## src/rtl/mult_div_pkg.sv

```systemverilog
// mult_div_pkg: shared definitions for the iterative multiply/divide unit.
//   - default operand width and iteration count
//   - FSM state encoding
//   - divide exception causes, decided when the operands are latched
package mult_div_pkg;

  localparam int WIDTH_DEF = 32;
  localparam int ITER_DEF  = 32;

  typedef enum logic [1:0] {
    S_IDLE = 2'd0,
    S_MUL  = 2'd1,
    S_DIV  = 2'd2,
    S_DONE = 2'd3
  } state_e;

  // Exception causes that are known at the start of a divide. A multiply
  // overflow depends on the full product and is detected at the end instead.
  typedef enum logic [1:0] {
    EXC_NONE     = 2'd0,
    EXC_DIV_ZERO = 2'd1,
    EXC_DIV_OVF  = 2'd2
  } exc_e;

endpackage

```

## src/rtl/mult_div_addsub_w.sv

```systemverilog
// addsub_w: combinational (W+1)-bit adder/subtractor shared by the Booth
// multiply step and the restoring divide step.
//   a_i, b_i : W+1 bit operands
//   sub_i    : 1 -> a_i - b_i, 0 -> a_i + b_i
//   sum_o    : W+1 bit result
//   cout_o   : carry out; for subtraction 1 means no borrow (a_i >= b_i unsigned)
module addsub_w #(
  parameter int W = 32
) (
  input  logic [W:0] a_i,
  input  logic [W:0] b_i,
  input  logic       sub_i,
  output logic [W:0] sum_o,
  output logic       cout_o
);

  logic [W:0]   b_eff;
  logic [W+1:0] full;

  always_comb begin
    b_eff = sub_i ? ~b_i : b_i;
    full  = {1'b0, a_i} + {1'b0, b_eff} + {{(W+1){1'b0}}, sub_i};
  end

  assign sum_o  = full[W:0];
  assign cout_o = full[W+1];

endmodule

```

## src/rtl/mult_div.sv

```systemverilog
// mult_div: iterative signed multiply / divide unit, one bit per cycle.
//   clk            : clock, rising edge
//   clr_n          : asynchronous active-low reset
//   data_operandA  : multiplicand / dividend (signed)
//   data_operandB  : multiplier / divisor (signed)
//   ctrl_MULT      : start multiply (priority over ctrl_DIV)
//   ctrl_DIV       : start divide
//   data_result    : result, held from DONE until the next start
//   data_exception : multiply overflow, divide by zero, or MIN / -1
//   data_resultRDY : one-cycle strobe in DONE
//   busy           : high while in MUL or DIV
//
// Handshake: a request is taken on any rising edge where the unit is in IDLE
// or DONE and ctrl_MULT or ctrl_DIV is high; there is no back-pressure on the
// result, which is valid only in the cycle data_resultRDY is high.
//
// Multiply is radix-2 Booth over {hi_q, lo_q, qm1_q}. Divide is restoring on
// magnitudes with hi_q as partial remainder and lo_q as dividend/quotient.
module mult_div
  import mult_div_pkg::*;
#(
  parameter int WIDTH = WIDTH_DEF,
  parameter int ITER  = ITER_DEF
) (
  input  logic             clk,
  input  logic             clr_n,
  input  logic [WIDTH-1:0] data_operandA,
  input  logic [WIDTH-1:0] data_operandB,
  input  logic             ctrl_MULT,
  input  logic             ctrl_DIV,
  output logic [WIDTH-1:0] data_result,
  output logic             data_exception,
  output logic             data_resultRDY,
  output logic             busy
);

  localparam int CW = (ITER > 1) ? $clog2(ITER) : 1;
  localparam logic [CW-1:0] CNT_LAST = CW'(ITER - 1);
  localparam logic [WIDTH-1:0] MIN_VAL = {1'b1, {(WIDTH-1){1'b0}}};
  localparam logic [WIDTH-1:0] ALL_ONES = {WIDTH{1'b1}};

  state_e           state_q, state_d;
  logic [CW-1:0]    cnt_q;
  logic [WIDTH-1:0] hi_q, lo_q, m_q;
  logic             qm1_q;
  logic             neg_q;
  exc_e             cause_q;
  logic [WIDTH-1:0] result_q;
  logic             exc_q;

  logic             accept;
  logic             last;
  logic             running;

  logic [WIDTH:0]   add_a, add_b, add_sum;
  logic             add_sub, add_cout;
  logic [WIDTH-1:0] hi_step, lo_step;
  logic             qm1_step;
  logic [WIDTH-1:0] fin_res;
  logic             fin_exc;

  logic [WIDTH-1:0] mag_a, mag_b;
  logic [WIDTH-1:0] q_signed;

  assign accept  = ((state_q == S_IDLE) || (state_q == S_DONE)) && (ctrl_MULT || ctrl_DIV);
  assign running = (state_q == S_MUL) || (state_q == S_DIV);
  assign last    = (cnt_q == CNT_LAST);

  // ---------------- FSM: state register ----------------
  always_ff @(posedge clk or negedge clr_n) begin
    if (!clr_n) state_q <= S_IDLE;
    else        state_q <= state_d;
  end

  // ---------------- FSM: next state ----------------
  always_comb begin
    state_d = state_q;
    case (state_q)
      S_IDLE, S_DONE: begin
        if (ctrl_MULT)     state_d = S_MUL;
        else if (ctrl_DIV) state_d = S_DIV;
        else               state_d = S_IDLE;
      end
      S_MUL, S_DIV: begin
        if (last) state_d = S_DONE;
      end
      default: state_d = S_IDLE;
    endcase
  end

  // ---------------- FSM: outputs ----------------
  always_comb begin
    busy           = 1'b0;
    data_resultRDY = 1'b0;
    case (state_q)
      S_MUL, S_DIV: busy           = 1'b1;
      S_DONE:       data_resultRDY = 1'b1;
      default: ;
    endcase
  end

  assign data_result    = result_q;
  assign data_exception = exc_q;

  // ---------------- shared adder ----------------
  addsub_w #(.W(WIDTH)) u_addsub (
    .a_i    (add_a),
    .b_i    (add_b),
    .sub_i  (add_sub),
    .sum_o  (add_sum),
    .cout_o (add_cout)
  );

  // Operand magnitudes; |MIN| is representable as an unsigned WIDTH value.
  always_comb begin
    mag_a = data_operandA[WIDTH-1] ? (~data_operandA + 1'b1) : data_operandA;
    mag_b = data_operandB[WIDTH-1] ? (~data_operandB + 1'b1) : data_operandB;
  end

  // ---------------- one iteration step ----------------
  always_comb begin
    add_a    = {hi_q[WIDTH-1], hi_q};
    add_b    = {m_q[WIDTH-1], m_q};
    add_sub  = 1'b0;
    hi_step  = hi_q;
    lo_step  = lo_q;
    qm1_step = qm1_q;
    if (state_q == S_DIV) begin
      // Shift the next dividend bit into the remainder and trial-subtract.
      add_a   = {hi_q, lo_q[WIDTH-1]};
      add_b   = {1'b0, m_q};
      add_sub = 1'b1;
      hi_step = add_cout ? add_sum[WIDTH-1:0] : add_a[WIDTH-1:0];
      lo_step = {lo_q[WIDTH-2:0], add_cout};
    end else begin
      // Booth pair {lo_q[0], qm1_q}: 01 add, 10 subtract, else shift only.
      // The extra adder bit keeps the sum exact before the arithmetic shift.
      add_sub  = (lo_q[0] == 1'b1) && (qm1_q == 1'b0);
      qm1_step = lo_q[0];
      if (lo_q[0] != qm1_q) begin
        hi_step = add_sum[WIDTH:1];
        lo_step = {add_sum[0], lo_q[WIDTH-1:1]};
      end else begin
        hi_step = {hi_q[WIDTH-1], hi_q[WIDTH-1:1]};
        lo_step = {hi_q[0], lo_q[WIDTH-1:1]};
      end
    end
  end

  // ---------------- final result from the last step ----------------
  always_comb begin
    q_signed = neg_q ? (~lo_step + 1'b1) : lo_step;
    fin_res  = lo_step;
    fin_exc  = 1'b0;
    if (state_q == S_MUL) begin
      fin_res = lo_step;
      fin_exc = (hi_step != (lo_step[WIDTH-1] ? ALL_ONES : '0));
    end else begin
      case (cause_q)
        EXC_DIV_ZERO: begin
          fin_res = '0;
          fin_exc = 1'b1;
        end
        EXC_DIV_OVF: begin
          // |MIN| / 1 with positive sign already yields MIN.
          fin_res = q_signed;
          fin_exc = 1'b1;
        end
        default: begin
          fin_res = q_signed;
          fin_exc = 1'b0;
        end
      endcase
    end
  end

  // ---------------- datapath registers ----------------
  always_ff @(posedge clk or negedge clr_n) begin
    if (!clr_n) begin
      cnt_q    <= '0;
      hi_q     <= '0;
      lo_q     <= '0;
      m_q      <= '0;
      qm1_q    <= 1'b0;
      neg_q    <= 1'b0;
      cause_q  <= EXC_NONE;
      result_q <= '0;
      exc_q    <= 1'b0;
    end else if (accept) begin
      cnt_q <= '0;
      hi_q  <= '0;
      qm1_q <= 1'b0;
      if (ctrl_MULT) begin
        lo_q    <= data_operandB;
        m_q     <= data_operandA;
        neg_q   <= 1'b0;
        cause_q <= EXC_NONE;
      end else begin
        lo_q  <= mag_a;
        m_q   <= mag_b;
        neg_q <= (data_operandA[WIDTH-1] ^ data_operandB[WIDTH-1]);
        if (data_operandB == '0)
          cause_q <= EXC_DIV_ZERO;
        else if ((data_operandA == MIN_VAL) && (data_operandB == ALL_ONES))
          cause_q <= EXC_DIV_OVF;
        else
          cause_q <= EXC_NONE;
      end
    end else if (running) begin
      hi_q  <= hi_step;
      lo_q  <= lo_step;
      qm1_q <= qm1_step;
      cnt_q <= last ? '0 : cnt_q + 1'b1;
      if (last) begin
        result_q <= fin_res;
        exc_q    <= fin_exc;
      end
    end
  end

endmodule

```

## config.mk

```make
export PLATFORM = sky130hd
export DESIGN_NAME = mult_div
export DESIGN_NICKNAME = d
export VERILOG_FILES = /design/src/rtl/mult_div_pkg.sv /design/src/rtl/mult_div_addsub_w.sv /design/src/rtl/mult_div.sv
export SDC_FILE = /design/constraint.sdc
export NUM_CORES = 1
export LEC_CHECK = 0
export ABC_AREA = 0
export CAP_MARGIN = 20
export CORE_MARGIN = 3
export CORE_UTILIZATION = 45
export CTS_CLUSTER_DIAMETER = 80
export DETAILED_ROUTE_END_ITERATION = 7
export PLACE_DENSITY = 0.74
export SLEW_MARGIN = 0
export SYNTH_ARGS = -nofsm -noshare
export SYNTH_HDL_FRONTEND = slang
export SYNTH_HIERARCHICAL = 1
export SYNTH_SLANG_ARGS = --single-unit
export TNS_END_PERCENT = 100
```

## constraint.sdc

```tcl
create_clock -name clk -period 16.3 [get_ports clk]
set_input_delay 3.26 -clock clk [delete_from_list [all_inputs] [get_ports clk]]
set_output_delay 3.26 -clock clk [all_outputs]
set_load 0.02 [all_outputs]
```

## After elaboration in Yosys (flattened, before gate mapping)

Index checks and enable logic that the tools add are counted.

- $add $sub $neg: 6
- Eq/ne operators: 12
- Mux-type cells: 39
- Bitwise gates (word level): 7
- Reduce and logical (&&, ||, !) cells: 14

Operators with widths:

| kind | number |
|---|---|
| two-way mux 32 bit | 18 |
| adder 32 x 1 -> 32 bit, second input constant | 3 |
| inverter 32 bit | 3 |
| two-way mux 33 bit | 2 |
| equality test 32 bit, second input constant | 2 |
| adder 33 x 33 -> 34 bit | 1 |
| adder 34 x 1 -> 34 bit | 1 |
| inverter 33 bit | 1 |
| logical NOT 32 bit | 1 |
| != test 32 bit | 1 |
| two-way mux 5 bit | 3 |
| two-way mux 2 bit | 6 |
| two-way mux 1 bit | 9 |
| equality test 2 bit, second input constant | 3 |
| OR reduction 2 bit | 3 |
| adder 5 x 1 -> 5 bit, second input constant | 1 |
| equality test 5 bit, second input constant | 1 |
| equality test 2 x 1 -> 1 bit, second input constant | 2 |
| != test 2 bit, second input constant | 2 |
| case mux 2 bit (2 select lines) | 1 |
| logical AND 1 bit | 3 |
| logical OR 1 bit | 3 |
| AND reduction 3 bit | 1 |
| logical NOT 2 bit | 1 |
| other kinds (5) | 6 |

- Register bits: 140
- Bits of input ports: 68
- Output and inout port bits: 35
- Logic and storage cells: 88

## Depth between registers and ports, before layout

- Depth after elaboration: 13
- Depth in mapped cells: 29
- Mapped depth without buffers: 21

## Hierarchy

The synthesis kept the hierarchy.

Modules (own cells, without submodules):

| module | instances | cells each | area an instance (µm²) | seq. area each (µm²) |
|---|---|---|---|---|
| mult_div | 1 | 1129 | 10123.5 | 3503.4 |
| addsub_w | 1 | 308 | 2198.4 | 0.0 |

## Worst setup path before layout

Ideal clock, no wire load.

- Path type: register -> register
- From: reg state_q[0]
- To: reg result_q[24] (netlist: data_result[24])
- Setup time: 0.133 ns
- Arrival time: 5.883 ns
- Data required time: 16.167 ns
- Setup slack: 10.284 ns
- Stages on the path, launching flop included: 28
- Clock period less this slack: 6.016 ns
- Path through: dfrtp_1 -> inv_1 -> ha_1 -> buf_2 -> buf_2 -> buf_2 -> buf_2 -> buf_2 -> mux2_2 -> ha_1 -> nand3_2 -> a2111oi_4 -> nand2_1 -> o32ai_2 -> a221oi_1 -> o21ai_1 -> buf_2 -> buf_2 -> buf_2 -> mux2i_1 -> ha_1 -> or3b_2 -> o2111ai_1 -> nor4_1 -> and2_1 -> a21oi_1 -> xor2_1 -> o21ai_0

- Elaborated cells on any way between the ends: 22

RTL lines:

| element | RTL line | text |
|---|---|---|
| from (decl) | mult_div.sv:42 | `state_e state_q, state_d;` |
| from (signal assigned) | mult_div.sv:72 | `else state_q <= state_d;` |
| equality test 2 bit | mult_div.sv:128 | `if (state_q == S_DIV) begin` |
| two-way mux 32 bit | mult_div.sv:128 |  |
| net add_a[8] | mult_div.sv:55 | `logic [WIDTH:0] add_a, add_b, add_sum;` |
| adder 33 x 33 -> 34 bit | mult_div_addsub_w.sv:22 | `full = {1'b0, a_i} + {1'b0, b_eff} + {{(W+1){1'b0}}, sub_i};` |
| adder 34 x 1 -> 34 bit | mult_div_addsub_w.sv:22 |  |
| net add_cout | mult_div.sv:56 | `logic add_sub, add_cout;` |
| two-way mux 32 bit | mult_div.sv:128 |  |
| inverter 32 bit | mult_div.sv:152 | `q_signed = neg_q ? (~lo_step + 1'b1) : lo_step;` |
| adder 32 x 1 -> 32 bit | mult_div.sv:152 |  |
| two-way mux 32 bit | mult_div.sv:152 |  |
| two-way mux 32 bit | mult_div.sv:159 | `case (cause_q)` |
| two-way mux 32 bit | mult_div.sv:155 | `if (state_q == S_MUL) begin` |
| to (signal assigned) | mult_div.sv:215 | `result_q <= fin_res;` |
| to (decl) | mult_div.sv:48 | `logic [WIDTH-1:0] result_q;` |

The timed path passes the listed nets, and every way through them passes these cells.
A chain may end at the register's enable or synchronous reset.

## Final worst setup path

- From: reg state_q[0]
- To: reg exc_q (netlist: data_exception)

- Elaborated cells on any way between the ends: 24

RTL lines:

| element | RTL line | text |
|---|---|---|
| equality test 2 bit (*) | mult_div.sv:128 |  |
| two-way mux 1 bit (*) | mult_div.sv:128 |  |
| net add_sub | mult_div.sv:56 |  |
| two-way mux 33 bit | mult_div_addsub_w.sv:21 | `b_eff = sub_i ? ~b_i : b_i;` |
| adder 33 x 33 -> 34 bit | mult_div_addsub_w.sv:22 |  |
| adder 34 x 1 -> 34 bit (*) | mult_div_addsub_w.sv:22 |  |
| net add_cout | mult_div.sv:56 |  |
| two-way mux 32 bit (*) | mult_div.sv:133 | `hi_step = add_cout ? add_sum[WIDTH-1:0] : add_a[WIDTH-1:0];` |
| two-way mux 32 bit (*) | mult_div.sv:128 |  |
| != test 32 bit (*) | mult_div.sv:157 | `fin_exc = (hi_step != (lo_step[WIDTH-1] ? ALL_ONES : '0));` |
| two-way mux 1 bit (*) | mult_div.sv:155 |  |
| to (signal assigned) | mult_div.sv:216 | `exc_q <= fin_exc;` |
| to (decl) | mult_div.sv:49 | `logic exc_q;` |

The timed path passes the listed nets; every way through them passes the cells marked *.

==> results.yml <==
sta:
  rsz0062_at_grt: "no"
  drv_slew: 0
  whs_ns: 0.476
  hold_viol_final: 0
  fmaxAchievable_ghz: 0.158
  finalSetupTns_ns: 0
  period_share_pct: 38.8
  min_period_ns: 6.33
  worst_pin_slew_ns: 1.12
  slew_headroom_pct: 24.9
  fin_skew_ns: 0.0168
  setup_viol: 0
clock_tree:
  cts-root-buf: "clkbuf_16"
  cts_tree: "yes"
  cts_hold_buf: 0
  path_clk_slew_ns: 0.06
  post_cts_buffers: 0
  clk_latency_ns: 0.44
  cts_buffer_depth: 2
  cts.sinks: 140
  cts_buffers: 17
  cts-htree-levels: 4
  cts.repair.resized: 0
routing:
  drtPass1Iterations: 8
  wirelength_mm: 38.2
  post_drt_wl_per_cell_microns: 20.9
  vias: 11500
  drtIter0Drc: 1062
  viasPerCell: 6.28
  drc_errors: 0
  ant_nets: 0
power_and_ir_drop:
  vdd_ir_drop_max_uv: 161
  switchingPower_uw: 1800
  combinationalPowerShare_pct: 70.3
  p_clk_share_pct: 12.6
  p_seq_share_pct: 17.1
  swShare_pct: 51.1
  internal_power_uw: 1730
  power.density_nw_per_um2: 249
  p_leak_uw: 0.00576
final_layout:
  layout.cells.non_filler: 1830
  synthToLayoutAreaGrowth_pct: 15.0
  nets: 1595
  fillers: 2456
  drive_above_1_share_pct: 8.83
  antenna_cells: 0
  final_util_pct: 53.5
placement:
  portBuffers: 102
  place_inst: 1797
  gp_congestion: 0.940
  post-dp-hpwl_mm: 27.5
global_route:
  grt_overflow: 0
  antenna_found_initial: 0
  grt_pass1_vias: 11100
  grt_max_degree: 78
  grt_pass1_wl_mm: 60.0
  grt.total_usage_pct: 25.5
critical_path:
  startpoint_type: "flop"
  slowest_stage: "or2_2"
  critPathRequiredTime_ns: 16.59
  critical_path.endpoint_type: "flop"
  cp_max_fo: 33
  max_stage_delay_ns: 0.77
  cp.arrival_ns: 6.62
  crit_chain: "inv_1, ha_2, or2_2, xor2_1, ha_1, nand3_2, a2111oi_4, nand2_1, o32ai_2, a221oi_1, o21ai_4, buf_4, mux2_2, a21oi_1, nand4_1, or3_1, a2111oi_0, o21ai_0"
  critical_path_class: "reg2reg"
floorplanning:
  core_area_sq_um: 26500
  die_w_microns: 171
  io_pins: 103
  num_rows: 59
  fp.dieH_microns: 171
  die_area_sq_um: 29400
  start_util_pct: 46.5
yosys:
  synth_top_area_share_pct: 28.4
  synthTopCellsByArea: "dfrtp_1 28%, mux2i_1 11%, xor2_1 6.4%"
  yosysTopAreaCell: "dfrtp_1"
  syn-num-nets: 1550
  ys_ff_latch: 140
  yosys-top-cells-count: "140 x dfrtp_1, 138 x mux2i_1, 134 x nand2_1, 127 x o21ai_0, 103 x a21oi_1"
  syn_inst: 1437
  yosys_warnings: 6
  ys.flop_type: "dfrtp_1"
  ys_types: 80
  seq_area_frac_synth_pct: 28.4
  synth.most_common_cell: "dfrtp_1"
  syn_avg_cell_area_sq_um: 8.57
  ys_async_sr_fraction_pct: 100
  synth_area_sq_um: 12300
  synth_edf_count: 0
hold_path:
  min_path_type: "reg2reg"
outcome:
  status: "finished clean"
run:
  max_cap_viol_count: 0
metal layers:
layer,up-vias,global-route usage [%],share of wire [%]
li1,5371,-,-
met1,5597,36.3,45
met2,458,40.0,45
met5,-,0,0
met3,73,3.91,6.9
met4,0,7.94,2.6
sequential cells by signal (all words and copies together) (netlist names):
signal and cells:
neg_q 1, data_result 32, cnt_q 5, m_q 32, lo_q 32, data_exception 1, state_q 2, hi_q 32
cause_q 2, qm1_q 1
power by group through the flow:
stage / sequential [uW] / clock, uW / combinational (uW)
6_report: 605 / 444 / 2480
5_1_grt: 621 / 460 / 2710
4_1_cts: 601 / 446 / 2450
3_5_place_dp: 606 / 0 / 2430
3_3_place_gp: 601 / 0 / 2380
2_1_floorplan: 562 / 0 / 1910
stage by stage:
stage	worst slack, ns	total power [uW]	area, sq um
2_1_floorplan	10.28	2470	12300
3_3_place_gp	10.06	2980	13500
3_5_place_dp	10.04	3040	13500
4_1_cts	9.99	3500	14200
5_1_grt	9.45	3800	14200
6_report	9.97	3530	14200
layout by cell type, fill, tap and decap left out, types with 19 or more instances in the layout:
cell and n:
a31oi_1 20, a21oi_1 103, nand4_1 20, clkdlybuf4s50_1 99, o31ai_1 23, nor3_1 34
mux2i_1 138, nand3_1 21, dfrtp_1 140, inv_1 30, nand2_1 134, xnor2_1 60
o21ai_0 127, nor4_1 19, xor2_1 90, mux2_2 49, ha_1 41, nor2_1 89
a22o_1 30
final timing paths:
check | start | end | slack, ns | depth (start not counted)
worst max-delay path | state_q[0] | data_exception | 9.97 | 18
worst min-delay path | data_result[13] | data_result[13] | 0.48 | 2
worst max register to register | state_q[0] | data_exception | 9.97 | 18
worst min register to register | data_result[13] | data_result[13] | 0.48 | 2
max in group asynchronous | clr_n | m_q[3] | 12.01 | 2
min in group asynchronous | clr_n | data_result[29] | 2.83 | 1
critical path, delay by kind of cell (launching register included):
family | cells | cell delay, ns
AO/OA/AOI/OAI | 7 | 2.17
AND/OR/NAND/NOR | 5 | 1.55
adder cells (fa/ha/maj) | 2 | 0.72
buffers and inverters | 2 | 0.71
flip-flops | 1 | 0.43
multiplexers | 1 | 0.40
XOR/XNOR | 1 | 0.16
cell type report:
class                   count  area [sq um]  share of cell area [%]
repair buffers            115          1110                    7.81
multi-input cells        1176          8380                    59.1
flip-flops and latches    140          3500                    24.7
clock inverters            13           213                    1.50
well taps                 335           419                    2.96
clock buffers              19           433                    3.05
inverters                  32           120                   0.847
logic make-up after synthesis:
group / after synthesis / synth area share [%]
XOR/XNOR: 150 / 10.7
multiplexers: 188 / 15.8
AO/OA/AOI/OAI: 406 / 21.1
buffers and inverters: 121 / 3.92
adder cells (fa/ha/maj): 45 / 4.63
flip-flops: 140 / 28.4
AND/OR/NAND/NOR: 387 / 15.5
Power figures use the tool's default switching activity.
